[config.mk]
export PLATFORM = sky130hd
export DESIGN_NAME = regfile_wb_scheduler
export DESIGN_NICKNAME = d
export VERILOG_FILES = /design/src/rtl/regfile_wb_scheduler.sv
export SDC_FILE = /design/constraint.sdc
export NUM_CORES = 1
export LEC_CHECK = 0
export ABC_CLOCK_PERIOD_IN_PS = 3400
export CAP_MARGIN = 20
export CORE_ASPECT_RATIO = 1.2
export CORE_MARGIN = 8
export CORE_UTILIZATION = 39
export CTS_CLUSTER_SIZE = 30
export DETAILED_ROUTE_END_ITERATION = 10
export PLACE_DENSITY = 0.87
export SLEW_MARGIN = 10
export SYNTH_ARGS = -nofsm -noshare
export SYNTH_HDL_FRONTEND = slang
export SYNTH_SLANG_ARGS = --single-unit
[constraint.sdc]
create_clock -name clk -period 3.4 [get_ports clk]
set_clock_uncertainty 0.1 [all_clocks]
set_input_delay 1.02 -clock clk [delete_from_list [all_inputs] [get_ports clk]]
set_output_delay 1.02 -clock clk [all_outputs]
set_load 0.01 [all_outputs]
[src/rtl/regfile_wb_scheduler.sv]
// Round-robin arbiter sharing the register-file write port among three writeback units,
// with a registered write stage and a pending-write scoreboard for issue stalls.
module regfile_wb_scheduler #(
  parameter int DATA_W = 32,
  parameter int ADDR_W = 5
) (
  input  logic                    clk,
  input  logic                    rst_n,
  input  logic [2:0]              req_valid,
  output logic [2:0]              req_ready,
  input  logic [3*ADDR_W-1:0]     req_addr,
  input  logic [3*DATA_W-1:0]     req_data,
  input  logic                    rsv_valid,
  input  logic [ADDR_W-1:0]       rsv_addr,
  output logic                    wb_we,
  output logic [ADDR_W-1:0]       wb_addr,
  output logic [DATA_W-1:0]       wb_data,
  output logic [(1<<ADDR_W)-1:0]  busy
);
  localparam int NREG = 1 << ADDR_W;
  localparam logic [NREG-1:0] ONE_HOT0 = NREG'(1);

  logic [1:0]        last_r;
  logic [1:0]        ord0_s, ord1_s, ord2_s;
  logic [1:0]        gidx_s;
  logic              gvalid_s;
  logic [ADDR_W-1:0] gaddr_s;
  logic [DATA_W-1:0] gdata_s;
  logic [NREG-1:0]   clr_s, set_s, busy_nxt_s;
  logic              wb_we_r;
  logic [ADDR_W-1:0] wb_addr_r;
  logic [DATA_W-1:0] wb_data_r;
  logic [NREG-1:0]   busy_r;

  // Priority order starts just after the last granted requester.
  always_comb begin
    ord0_s = 2'd0;
    ord1_s = 2'd1;
    ord2_s = 2'd2;
    case (last_r)
      2'd0: begin ord0_s = 2'd1; ord1_s = 2'd2; ord2_s = 2'd0; end
      2'd1: begin ord0_s = 2'd2; ord1_s = 2'd0; ord2_s = 2'd1; end
      default: begin ord0_s = 2'd0; ord1_s = 2'd1; ord2_s = 2'd2; end
    endcase
  end

  // Pick the highest-priority valid requester.
  always_comb begin
    gvalid_s = 1'b1;
    gidx_s   = ord0_s;
    if (req_valid[ord0_s]) begin
      gidx_s = ord0_s;
    end else if (req_valid[ord1_s]) begin
      gidx_s = ord1_s;
    end else if (req_valid[ord2_s]) begin
      gidx_s = ord2_s;
    end else begin
      gvalid_s = 1'b0;
      gidx_s   = 2'd0;
    end
  end

  // Route the granted requester's address and data.
  always_comb begin
    gaddr_s = req_addr[0 +: ADDR_W];
    gdata_s = req_data[0 +: DATA_W];
    case (gidx_s)
      2'd1: begin
        gaddr_s = req_addr[ADDR_W +: ADDR_W];
        gdata_s = req_data[DATA_W +: DATA_W];
      end
      2'd2: begin
        gaddr_s = req_addr[2*ADDR_W +: ADDR_W];
        gdata_s = req_data[2*DATA_W +: DATA_W];
      end
      default: begin
        gaddr_s = req_addr[0 +: ADDR_W];
        gdata_s = req_data[0 +: DATA_W];
      end
    endcase
  end

  assign req_ready = gvalid_s ? (3'b001 << gidx_s) : 3'b000;

  // Set is applied after clear so a same-edge reservation survives the accept.
  assign clr_s = gvalid_s ? (ONE_HOT0 << gaddr_s) : {NREG{1'b0}};
  assign set_s = (rsv_valid && (rsv_addr != {ADDR_W{1'b0}})) ? (ONE_HOT0 << rsv_addr) : {NREG{1'b0}};
  assign busy_nxt_s = ((busy_r & ~clr_s) | set_s) & ~ONE_HOT0;

  // Arbiter pointer, write stage and scoreboard state.
  always_ff @(posedge clk or negedge rst_n) begin
    if (!rst_n) begin
      last_r    <= 2'd2;
      wb_we_r   <= 1'b0;
      wb_addr_r <= {ADDR_W{1'b0}};
      wb_data_r <= {DATA_W{1'b0}};
      busy_r    <= {NREG{1'b0}};
    end else begin
      wb_we_r <= gvalid_s && (gaddr_s != {ADDR_W{1'b0}});
      busy_r  <= busy_nxt_s;
      if (gvalid_s) begin
        last_r    <= gidx_s;
        wb_addr_r <= gaddr_s;
        wb_data_r <= gdata_s;
      end
    end
  end

  assign wb_we   = wb_we_r;
  assign wb_addr = wb_addr_r;
  assign wb_data = wb_data_r;
  assign busy    = busy_r;
endmodule

# --- After elaboration in Yosys (flattened, before gate mapping) ---
# Index checks and enable logic that the tools add are counted.
totals:
  output_inout_bits: 73
  wordCells: 42
  ff_bits: 71
op_classes:
  n_reduce_logical: 5
  shifts: 3
  bitwise_logic: 3
  eq_ne: 3
  n_lt_le_gt_ge: 3
  n_mux: 20
ops:
  columns: ["operator", "n"]
  rows:
  - ["two-way mux 32 bit", 2]
  - ["case mux 32 bit (2 select lines)", 1]
  - ["left shift 1 x 5 -> 32 bit (first input constant)", 2]
  - ["bitwise AND 32 bit", 1]
  - ["inverter 32 bit", 1]
  - ["bitwise OR 32 bit", 1]
  - ["case mux 2 bit (2 select lines)", 3]
  - ["case mux 5 bit (2 select lines)", 1]
  - ["nonzero test 5 bit", 2]
  - ["< comparator 2 x 3 -> 1 bit (second input constant)", 3]
  - ["binary-select mux 1 bit (select 2 bit)", 3]
  - ["two-way mux 1 bit", 6]
  - ["two-way mux 2 bit", 3]
  - ["== test 2 x 1 -> 1 bit (second input constant)", 2]
  - ["two-way mux 3 bit", 1]
  - ["left shift 1 x 2 -> 3 bit (first input constant)", 1]
  - ["== test 2 bit (second input constant)", 1]
  - ["logical AND 1 bit", 2]
  - ["zero test 2 bit", 1]

# --- Longest topological paths before layout ---
logic_depth:
  depth_word: 14
  ltp_mapped: 12
  depth_no_buf: 9

# --- Worst setup path before layout ---
# No wires, ideal clock.
synth_timing:
  path_kind: "input-to-output"
  from: "in req_valid[0]"
  to: "out req_ready[1]"
  setup_slack_ns: 0.067
  t_arrival_ns: 2.213
  path_buffers: 2
  path_stages: 6
  cell_sequence: "a21oi_1 o21ai_0 ha_1 buf_4 clkbuf_1 and2_1"
synth_between:
  elab_chain_len: 7
  word_cells_on_any_way: 14
  classes_between: "shift: 1; mux: 13"
synth_rtl:
  columns: ["item", "line", "rtl"]
  rows:
  - ["start, declared", "9", "input logic [2:0] req_valid,"]
  - ["binary-select mux 1 bit (select 2 bit)", "55", "end else if (req_valid[ord2_s]) begin"]
  - ["two-way mux 1 bit (implied by the code)", "55", null]
  - ["two-way mux 2 bit", "55", null]
  - ["two-way mux 2 bit", "53", "end else if (req_valid[ord1_s]) begin"]
  - ["two-way mux 2 bit", "51", "if (req_valid[ord0_s]) begin"]
  - ["left shift 1 x 2 -> 3 bit", "83", "assign req_ready = gvalid_s ? (3'b001 << gidx_s) : 3'b000;"]
  - ["two-way mux 3 bit *", "83", null]
  - ["end, declared", "10", "output logic [2:0] req_ready,"]
# Every way passes the cells marked *; elsewhere a longest branch is shown, timed or not. The select of a mux whose other input is x is not followed.

# --- Worst setup path in the final report ---
layout_timing:
  from: "in req_valid[2]"
  to: "out req_ready[2]"
# Same word-level chain as after synthesis.

==> run_results.csv <==
group,metric,value,unit
placement,gp_congestion,0.930,
yosys,synth_ff_type,"dfrtp_1",
power_and_ir_drop,power_frac_comb,38.4,%
grt,grt_overflow,0,
die,pin_count,195,
yosys,synth_edf_count,0,
power_and_ir_drop,clockPowerShare,29.5,%
clocking,clkSinkCount,71,
grt,grt_max_degree,77,
power_and_ir_drop,power.density,537,nW/um^2
layout,final_core_util,67.2,%
job,max_cap_viol_count,0,
route,wire_per_inst,19.9,microns
status,outcome,"finished, final reports clean",
worst_setup_path,path_cells,"clkdlybuf4s15_1 > nor2b_2 > o22ai_2 > nand2_2 > ha_1 > and2_1 > clkdlybuf4s15_2",
route,drc_errors,0,
yosys,synth_cells,431,
clocking,clockBufferDepth,2,
placement,dp.cells,743,
die,dieArea,13200,sq um
timing,post-route-period-util,97.8,%
route,wl_met2,7810,microns
worst_setup_path,cp_slowest_cell,"clkdlybuf4s15_2",
yosys,syn-num-nets,556,
clocking,cts-root-buf,"clkbuf_16",
layout,final_cell_area,6390,sq um
power_and_ir_drop,peakVddDrop,0.000280,V
placement,dpl_cell_area,6050,sq um
timing,setup_tns,0,ps
die,start_util,40.1,%
route,ant_nets,0,
die,chipWidth,106,microns
worst_setup_path,max_stage_delay,230,ps
power_and_ir_drop,p_int,2.33,mW
route,met1Wirelength,5740,microns
layout,area_growth,67.5,%
grt,grtUsageTotal,22.3,%
route,drtIter0Drc,245,
worst_setup_path,crit_path_end_kind,"primary output",
worst_setup_path,worstPathMaxFanout,4,
yosys,yosysUniqueCellTypes,33,
clocking,clkTransAtPathRegs,60,ps
yosys,synth_compound_gate_area_share,28.1,%
yosys,yosysSeqAreaShare,46.6,%
clocking,cts_max_level,3,
yosys,synth.cell_area,3810,sq um
grt,antenna_found_initial,0,
layout,final_common_cell,"clkdlybuf4s50_1",
layout,drive_above_1_share,10.4,%
yosys,synth-seq-cells,71,
timing,fin_crit,3330,ps
route,vias,4354,
grt,grt_pass1_wl,23900,microns
yosys,synthAdderAreaFrac,0.984,%
yosys,async_flop_share,100,%
route,via_per_inst,5.73,
timing,layout_setup_ws,74.6,ps
clocking,cts_made_buffers,9,
clocking,cts_tree,"done",
placement,dp_hpwl,11200,microns
timing,slew_headroom,39.4,%
die,die_y,124,microns
layout,final_cells,760,
yosys,synth_top_family_by_area,"compound AO/OA/AOI/OAI gates",
worst_setup_path,startpoint_type,"input pin",
clocking,ctsHoldBuffers,0,
timing,setup_viol,0,
placement,port_buffers,193,
yosys,synth_mux_area_share,0,%
power_and_ir_drop,power_frac_seq,32.0,%
timing,hold_viol,0,
yosys,synth_top_area_share,45.9,%
timing,holdWs,378,ps
die,row_count,39,
layout,mostFrequentLayoutCells,"186 x clkdlybuf4s50_1, 70 x dfrtp_1, 69 x nand2_1, 63 x o31ai_1, 38 x nor2_1",
worst_hold_path,hold_class,"reg -> reg",
route,wl_met3,1200,microns
route,wl,15100,microns
power_and_ir_drop,power.switching,1.10,mW
timing,max_freq,301,MHz
worst_setup_path,crit_type,"in -> out",
worst_setup_path,r2r_slack,620,ps
power_and_ir_drop,power,3.43,mW
yosys,synth_top_area_cell,"dfrtp_1",
power_and_ir_drop,cellLeakagePower,2.43,nW
layout,insertedDiodeCount,0,
die,coreArea,9520,sq um
worst_setup_path,critPathArrivalTime,2210,ps
yosys,yosys_warnings,0,
worst_setup_path,required,2280,ps
yosys,synthSimpleGateAreaFrac,19.1,%
layout,layout.nets,757,
route,top_layer,"met4",
yosys,avgSynthCellArea,8.85,sq um
power_and_ir_drop,p_sw_share,32.1,%
timing,slew_violations,0,
placement,place_ws,-638,ps
route,drt_pass1_iterations,5,
yosys,synthTopCellsByArea,"dfrtp_1 46%, o31ai_1 12%, a221oi_1 7.3%",
clocking,clk_latency,330,ps
timing,tightestPinTransition,909,ps
yosys,synth_xor_area_share,0,%
grt,grt_pass1_vias,4676,
## cell type report
cell class | instances | area (sq um)
well taps | 123 | 154
fillers | 758 | 3120
clock inverters | 7 | 97.6
multi-input cells | 320 | 1870
inverters | 3 | 11.3
clock buffers | 9 | 225
repair buffers | 227 | 2250
flip-flops and latches | 71 | 1780
## kinds of logic after synthesis
group                    after synthesis
other                                  1
adder cells (fa/ha/maj)                3
flip-flops                            71
AO/OA/AOI/OAI                        150
buffers and inverters                 40
AND/OR/NAND/NOR                      166
## per-layer routing
metal | track usage, % | up-vias
li1 | - | 2001
met1 | 24.6 | 2091
met2 | 39.3 | 229
met3 | 6.11 | 33
met4 | 8.88 | 0
met5 | 0 | -
## power groups by stage
stage | combinational, mW | clock, mW | sequential, mW
after floorplan | 0.501 | 0 | 1.17
after global placement | 1.28 | 0 | 1.10
after detailed placement | 1.31 | 0 | 1.11
after CTS | 1.32 | 1.03 | 1.10
after global routing | 1.42 | 1.07 | 1.11
final | 1.32 | 1.01 | 1.10
## registers in the layout (all words and copies together) (netlist names)
signal,count
busy,31
wb_data,32
last_r,2
wb_addr,5
wb_we,1
## critical path: cells and delay by family
| family | cells | cell delay, ps |
|---|---|---|
| buffers and inverters | 2 | 450 |
| AO/OA/AOI/OAI | 1 | 100 |
| AND/OR/NAND/NOR | 3 | 410 |
| adder cells (fa/ha/maj) | 1 | 210 |
## cells in the mapped netlist (3+ instances only)
master and count:
dfrtp_1 70, nand2_1 70, o31ai_1 63, nor2_1 38, o21ai_0 37, nand3_1 35, a221oi_1 32, clkbuf_1 20
buf_2 11, nor2b_1 8, and2_1 6, a21o_1 4, a21oi_1 4, a22oi_1 4, buf_4 4, ha_1 3
## final timing paths
kind                                           to  cells past startpoint              startpoint
setup reg to reg           wb_addr[0]$_DFFE_PN0P_                     10   last_r[1]$_DFFE_PN1P_
hold reg to reg            wb_data[3]$_DFFE_PN0P_                      2  wb_data[3]$_DFFE_PN0P_
hold / removal             wb_data[3]$_DFFE_PN0P_                      2  wb_data[3]$_DFFE_PN0P_
max in group asynchronous  wb_data[1]$_DFFE_PN0P_                      1                   rst_n
setup / recovery                     req_ready[2]                      7            req_valid[2]
min in group asynchronous      busy[19]$_DFF_PN0_                      1                   rst_n
## timing repair
action / CTS / global route
gates resized for setup: 12 / 11
endpoints found under the hold margin: 0 / 0
gates cloned: 0 / 0
pin swaps: 1 / 2
setup buffers: 0 / 1
endpoints found under the setup margin: 27 / 5
Note: power is estimated with default switching activity, not from simulation.
